--- src/rtl/tgmux_pkg.sv ---
// Shared types and constants for the transmission-gate mux arbiter.
// State enum, select encodings and the settle-count ceiling.
package tgmux_pkg;

    typedef enum logic [1:0] {
        IDLE   = 2'd0,
        SETTLE = 2'd1,
        VALID  = 2'd2,
        ACK    = 2'd3
    } tgmux_arb_state_t;

    localparam logic TGMUX_SEL_D0 = 1'b0;
    localparam logic TGMUX_SEL_D1 = 1'b1;

    localparam int TGMUX_SETTLE_MAX = 15;

endpackage

--- src/rtl/tgmux_settle_cnt.sv ---
// Loadable 4-bit down-counter with a zero flag for TG settling.
// Ports: clk, rst_n, i_load, i_load_val[3:0], i_dec, o_zero.
module tgmux_settle_cnt (
    input  logic       clk,
    input  logic       rst_n,
    input  logic       i_load,
    input  logic [3:0] i_load_val,
    input  logic       i_dec,
    output logic       o_zero
);

    logic [3:0] r_cnt;

    always_ff @(posedge clk or negedge rst_n) begin
        if (!rst_n) begin
            r_cnt <= 4'd0;
        end else if (i_load) begin
            r_cnt <= i_load_val;
        end else if (i_dec && (r_cnt != 4'd0)) begin
            r_cnt <= r_cnt - 4'd1;
        end
    end

    assign o_zero = (r_cnt == 4'd0);

endmodule

--- src/rtl/tgmux_arbiter.sv ---
// Two-requester arbiter/sequencer for the 8-bit TG 2:1 mux bank.
// In: clk, rst_n, req0, req1, out_ready. Out: sel, out_valid, ack0,
// ack1, busy; gnt_cnt0/gnt_cnt1 only when TGMUX_ARB_CNT_EN is defined.
module tgmux_arbiter
    import tgmux_pkg::*;
#(
    parameter int SETTLE_CYC = 3,
    parameter int CNT_W      = 16
) (
    input  logic             clk,
    input  logic             rst_n,
    input  logic             req0,
    input  logic             req1,
    input  logic             out_ready,
    output logic             sel,
    output logic             out_valid,
    output logic             ack0,
    output logic             ack1,
`ifdef TGMUX_ARB_CNT_EN
    output logic [CNT_W-1:0] gnt_cnt0,
    output logic [CNT_W-1:0] gnt_cnt1,
`endif
    output logic             busy
);

    // Out-of-range settle values are clamped to the 4-bit counter range.
    localparam int SETTLE_CLAMP =
        (SETTLE_CYC > TGMUX_SETTLE_MAX) ? TGMUX_SETTLE_MAX :
        (SETTLE_CYC < 1) ? 1 : SETTLE_CYC;
    localparam logic [3:0] SETTLE_LD = 4'(SETTLE_CLAMP - 1);

    tgmux_arb_state_t r_state;
    tgmux_arb_state_t w_next;

    logic r_sel;
    logic r_prio;
    logic r_win;
    logic r_out_valid;
    logic r_ack0;
    logic r_ack1;
    logic r_busy;

    logic w_tgt;
    logic w_win_req;
    logic w_load;
    logic w_dec;
    logic w_zero;

    // Contention goes to prio; otherwise whoever is asking.
    always_comb begin
        w_tgt = TGMUX_SEL_D0;
        if (req0 && req1) begin
            w_tgt = r_prio;
        end else if (req1) begin
            w_tgt = TGMUX_SEL_D1;
        end
    end

    assign w_win_req = r_win ? req1 : req0;

    always_comb begin
        w_next = r_state;
        w_load = 1'b0;
        w_dec  = 1'b0;
        unique case (r_state)
            IDLE: begin
                if (req0 || req1) begin
                    if (w_tgt == r_sel) begin
                        w_next = VALID;
                    end else begin
                        w_next = SETTLE;
                        w_load = 1'b1;
                    end
                end
            end
            SETTLE: begin
                if (!w_win_req) begin
                    w_next = IDLE;
                end else if (w_zero) begin
                    w_next = VALID;
                end else begin
                    w_dec = 1'b1;
                end
            end
            VALID: begin
                if (out_ready) begin
                    w_next = ACK;
                end
            end
            ACK: begin
                w_next = IDLE;
            end
            default: begin
                w_next = IDLE;
            end
        endcase
    end

    tgmux_settle_cnt u_settle (
        .clk        (clk),
        .rst_n      (rst_n),
        .i_load     (w_load),
        .i_load_val (SETTLE_LD),
        .i_dec      (w_dec),
        .o_zero     (w_zero)
    );

    // Outputs are registered from the next state so nothing from the
    // inputs reaches a port combinationally.
    always_ff @(posedge clk or negedge rst_n) begin
        if (!rst_n) begin
            r_state     <= IDLE;
            r_sel       <= TGMUX_SEL_D0;
            r_prio      <= TGMUX_SEL_D0;
            r_win       <= TGMUX_SEL_D0;
            r_out_valid <= 1'b0;
            r_ack0      <= 1'b0;
            r_ack1      <= 1'b0;
            r_busy      <= 1'b0;
        end else begin
            r_state     <= w_next;
            r_out_valid <= (w_next == VALID);
            r_ack0      <= (w_next == ACK) && !r_win;
            r_ack1      <= (w_next == ACK) && r_win;
            r_busy      <= (w_next != IDLE);
            if (r_state == IDLE && (req0 || req1)) begin
                r_win <= w_tgt;
            end
            if (w_load) begin
                r_sel <= w_tgt;
            end
            if (r_state == ACK) begin
                r_prio <= ~r_win;
            end
        end
    end

    assign sel       = r_sel;
    assign out_valid = r_out_valid;
    assign ack0      = r_ack0;
    assign ack1      = r_ack1;
    assign busy      = r_busy;

`ifdef TGMUX_ARB_CNT_EN
    logic [CNT_W-1:0] r_gnt_cnt0;
    logic [CNT_W-1:0] r_gnt_cnt1;

    always_ff @(posedge clk or negedge rst_n) begin
        if (!rst_n) begin
            r_gnt_cnt0 <= '0;
            r_gnt_cnt1 <= '0;
        end else if (r_state == ACK) begin
            if (!r_win && !(&r_gnt_cnt0)) begin
                r_gnt_cnt0 <= r_gnt_cnt0 + 1'b1;
            end
            if (r_win && !(&r_gnt_cnt1)) begin
                r_gnt_cnt1 <= r_gnt_cnt1 + 1'b1;
            end
        end
    end

    assign gnt_cnt0 = r_gnt_cnt0;
    assign gnt_cnt1 = r_gnt_cnt1;
`else
    logic [CNT_W-1:0] w_unused_cnt;
    assign w_unused_cnt = '0;
`endif

endmodule

--- config.mk ---
export PLATFORM = sky130hd
export DESIGN_NAME = tgmux_arbiter
export DESIGN_NICKNAME = d
export VERILOG_FILES = /design/src/rtl/tgmux_pkg.sv /design/src/rtl/tgmux_settle_cnt.sv /design/src/rtl/tgmux_arbiter.sv
export SDC_FILE = /design/constraint.sdc
export NUM_CORES = 1
export LEC_CHECK = 0
export CAP_MARGIN = 0
export CORE_ASPECT_RATIO = 1.4
export CORE_UTILIZATION = 34
export DETAILED_ROUTE_END_ITERATION = 10
export MAX_ROUTING_LAYER = met4
export PLACE_DENSITY = 0.55
export SLEW_MARGIN = 15
export SYNTH_ARGS = -nofsm -noshare
export SYNTH_HDL_FRONTEND = slang
export SYNTH_SLANG_ARGS = --single-unit
--- constraint.sdc ---
create_clock -name clk -period 1.95 [get_ports clk]
set_input_delay 0.39 -clock clk [delete_from_list [all_inputs] [get_ports clk]]
set_output_delay 0.39 -clock clk [all_outputs]
set_load 0.02 [all_outputs]
==> flow_metrics.env <==
export IMPL_status="finished clean"
export IMPL_port_buffer_count=9
export IMPL_worst_slew_pin_slew_ns=0.575
export IMPL_fin_util=0.456
export IMPL_grt_antenna_before_repair=0
export IMPL_fin_crit_ns=1.75
export IMPL_grt_total_usage=0.157
export IMPL_cts_tree="done"
export IMPL_mostFrequentLayoutCells="dfrtp_1 (13), clkdlybuf4s50_1 (9), inv_1 (7)"
export IMPL_synthFlopType="dfrtp_1"
export IMPL_core_rowCount=18
export IMPL_grt_max_degree=14
export IMPL_cp_start_kind="register"
export IMPL_yosys_register_bits=13
export IMPL_synth_nets=71
export IMPL_ant_nets=0
export IMPL_finClkSkew_ns=0.00159
export IMPL_arrival_ns=1.36
export IMPL_drv_slew=0
export IMPL_hp_class="in -> async"
export IMPL_boundaryPins=10
export IMPL_dp_hpwl_um=950
export IMPL_avgSynthCellArea_um2=10.1
export IMPL_yosysSeqAreaShare=0.503
export IMPL_drt_wl_total_um=1230
export IMPL_synth_xor_area_frac=0.0135
export IMPL_drive_above_1_share=0.125
export IMPL_via_per_inst=5.05
export IMPL_crit_required_ns=1.56
export IMPL_postSynthCellCount=64
export IMPL_synth_distinct_cells=28
export IMPL_synth_compound_area_frac=0.162
export IMPL_crit_slowest_cell="clkdlybuf4s50_1"
export IMPL_cp_slowest_stage_delay_ns=0.64
export IMPL_endpoint_kind="output pin"
export IMPL_gr_max_usage_layer="met2"
export IMPL_detail_route_wl_per_cell_um=12.3
export IMPL_cts_root_buf="clkbuf_4"
export IMPL_crit_chain="clkdlybuf4s50_1"
export IMPL_grt_pass1_vias=501
export IMPL_synthAdderAreaFrac=0.0387
export IMPL_dp_cells=96
export IMPL_firstDrtPassIters=4
export IMPL_period_share=0.898
export IMPL_place_gp_congestion=0.710
export IMPL_synth_top_family_by_area="simple AND/OR/NAND/NOR gates"
export IMPL_slew_headroom=0.616
export IMPL_cts_resized=0
export IMPL_critPathMaxFanout=7
export IMPL_power_leakage_nw=0.379
export IMPL_path_delay_family="buffers and inverters"
export IMPL_clockBufferDepth=2
export IMPL_yosys_mux_area_fraction=0.0309
export IMPL_max_clock_freq_mhz=571
export IMPL_synthTopCellsByArea="dfrtp_1 (50%), inv_1 (4.1%), ha_1 (3.9%), nand2_1 (3.5%), a21bo_1 (3.1%)"
export IMPL_finalHoldViolations=0
export IMPL_max_cap_violations=0
export IMPL_die_x_um=38.9
export IMPL_finalHoldWorstSlack_ns=0.483
export IMPL_grt_util_met1=0.168
export IMPL_yosysTopAreaCell="dfrtp_1"
export IMPL_crit_type="reg -> out"
export IMPL_grtUsageMet3=0.0248
export IMPL_die_h_um=53.6
export IMPL_synth_edff_count=0
export IMPL_drc=0
export IMPL_cts_hold_buf=0
export IMPL_die_area_um2=2080
export IMPL_grt_first_pass_wirelength_um=2100
export IMPL_power_per_cell_area_nw_per_um2=1500
export IMPL_core_region_area_um2=1780
export IMPL_vdd_drop_max_uv=562
export IMPL_power_total_w=0.00122
export IMPL_clock_latency_ns=0.27
export IMPL_drt_iter0_drc=2
export IMPL_yosys_warnings=0
export IMPL_instances_no_fill=100
export IMPL_overflow=0
export IMPL_cts_sinks=13
export IMPL_fin_nets=88
export IMPL_synthesis_area_um2=647
export IMPL_vias=505
export IMPL_h_tree_depth=1
export IMPL_start_util=0.364
export IMPL_grtUsageMet2=0.258
export IMPL_setup_viol_count_final=0
export IMPL_yosys_area_share_simple=0.211
export IMPL_finalInstanceArea_um2=811
export IMPL_antennaDiodeCount=0
export IMPL_synth_top_area_share=0.503
export IMPL_dpl_instance_area_um2=785
export IMPL_synthArstFlopShare=1.00
export IMPL_worst_path_buf_inv=1
export IMPL_rsz0062_at_grt="false"
export IMPL_post_cts_setup_buffers=0
export IMPL_mostFrequentLayoutCell="dfrtp_1"
export IMPL_areaGrowthSynthToFinish_pct=25.3
export IMPL_path_clk_slew_ns=0.08
export IMPL_cts_buffers=3
per-stage QoR:
step | TNS, ns | worst slack (ns)
after CTS | 0 | 0.181
after global routing | 0 | 0.116
final | 0 | 0.199
after detailed placement | -0.0347 | -0.0347
after floorplan | 0 | 0.504
after global placement | 0 | 0.0136
report_power, final:
group	internal, W	switching [W]
combinational	0.000279	0.000278
sequential	0.000385	0.000111
clock	0.0000791	0.0000851
total	0.000743	0.000475
synth_stat cells, types with 2 or more instances:
master	number
a21bo_1	2
a21oi_1	3
dfrtp_1	13
ha_1	2
inv_1	7
mux2i_1	2
nand2_1	6
nand3_1	2
nor2_1	5
nor3_1	2
o21ai_0	2
or2_1	2
sequential cells by signal (all words and copies together), names as in the netlist:
register,flops
ack0,1
ack1,1
busy,1
out_valid,1
r_prio,1
r_state,2
r_win,1
sel,1
u_settle.r_cnt,4
layout make-up:
cell class,instances,area (µm²)
multi-input combinational,44,295
inverter,7,26.3
tap,20,25.0
sequential,13,325
clock buffer,4,26.3
fill,192,968
timing repair buffer,12,113
kinds of logic after synthesis:
kind of cell | Yosys count
compound gates | 14
xor+xnor | 1
fa+ha+maj | 2
buf+inv | 7
flops | 13
mux | 2
simple gates | 25
routing by layer:
layer  share of wire  routed length (µm)  up-vias
li1                -                   -      252
met1            0.42                 513      245
met2            0.54                 664        6
met3           0.026                  32        2
met4           0.015                  19        0
met5               0                   0        -
path summary, 6_finish.rpt:
check                           slack [ns]                          start  cells after the start                             to
worst max-delay path                  0.20                sel$_DFFE_PN0P_                      1                            sel
worst min-delay path                  0.48                          rst_n                      1                 ack1$_DFF_PN0_
worst max register to register        0.40  u_settle.r_cnt[0]$_DFFE_PN0P_                      6  u_settle.r_cnt[1]$_DFFE_PN0P_
worst min register to register        0.55              r_win$_DFFE_PN0P_                      1                 ack0$_DFF_PN0_
max in group asynchronous             1.09                          rst_n                      1  u_settle.r_cnt[2]$_DFFE_PN0P_
min in group clk                      0.55              r_win$_DFFE_PN0P_                      1                 ack0$_DFF_PN0_
No activity file was read; power rests on OpenSTA's default activity.
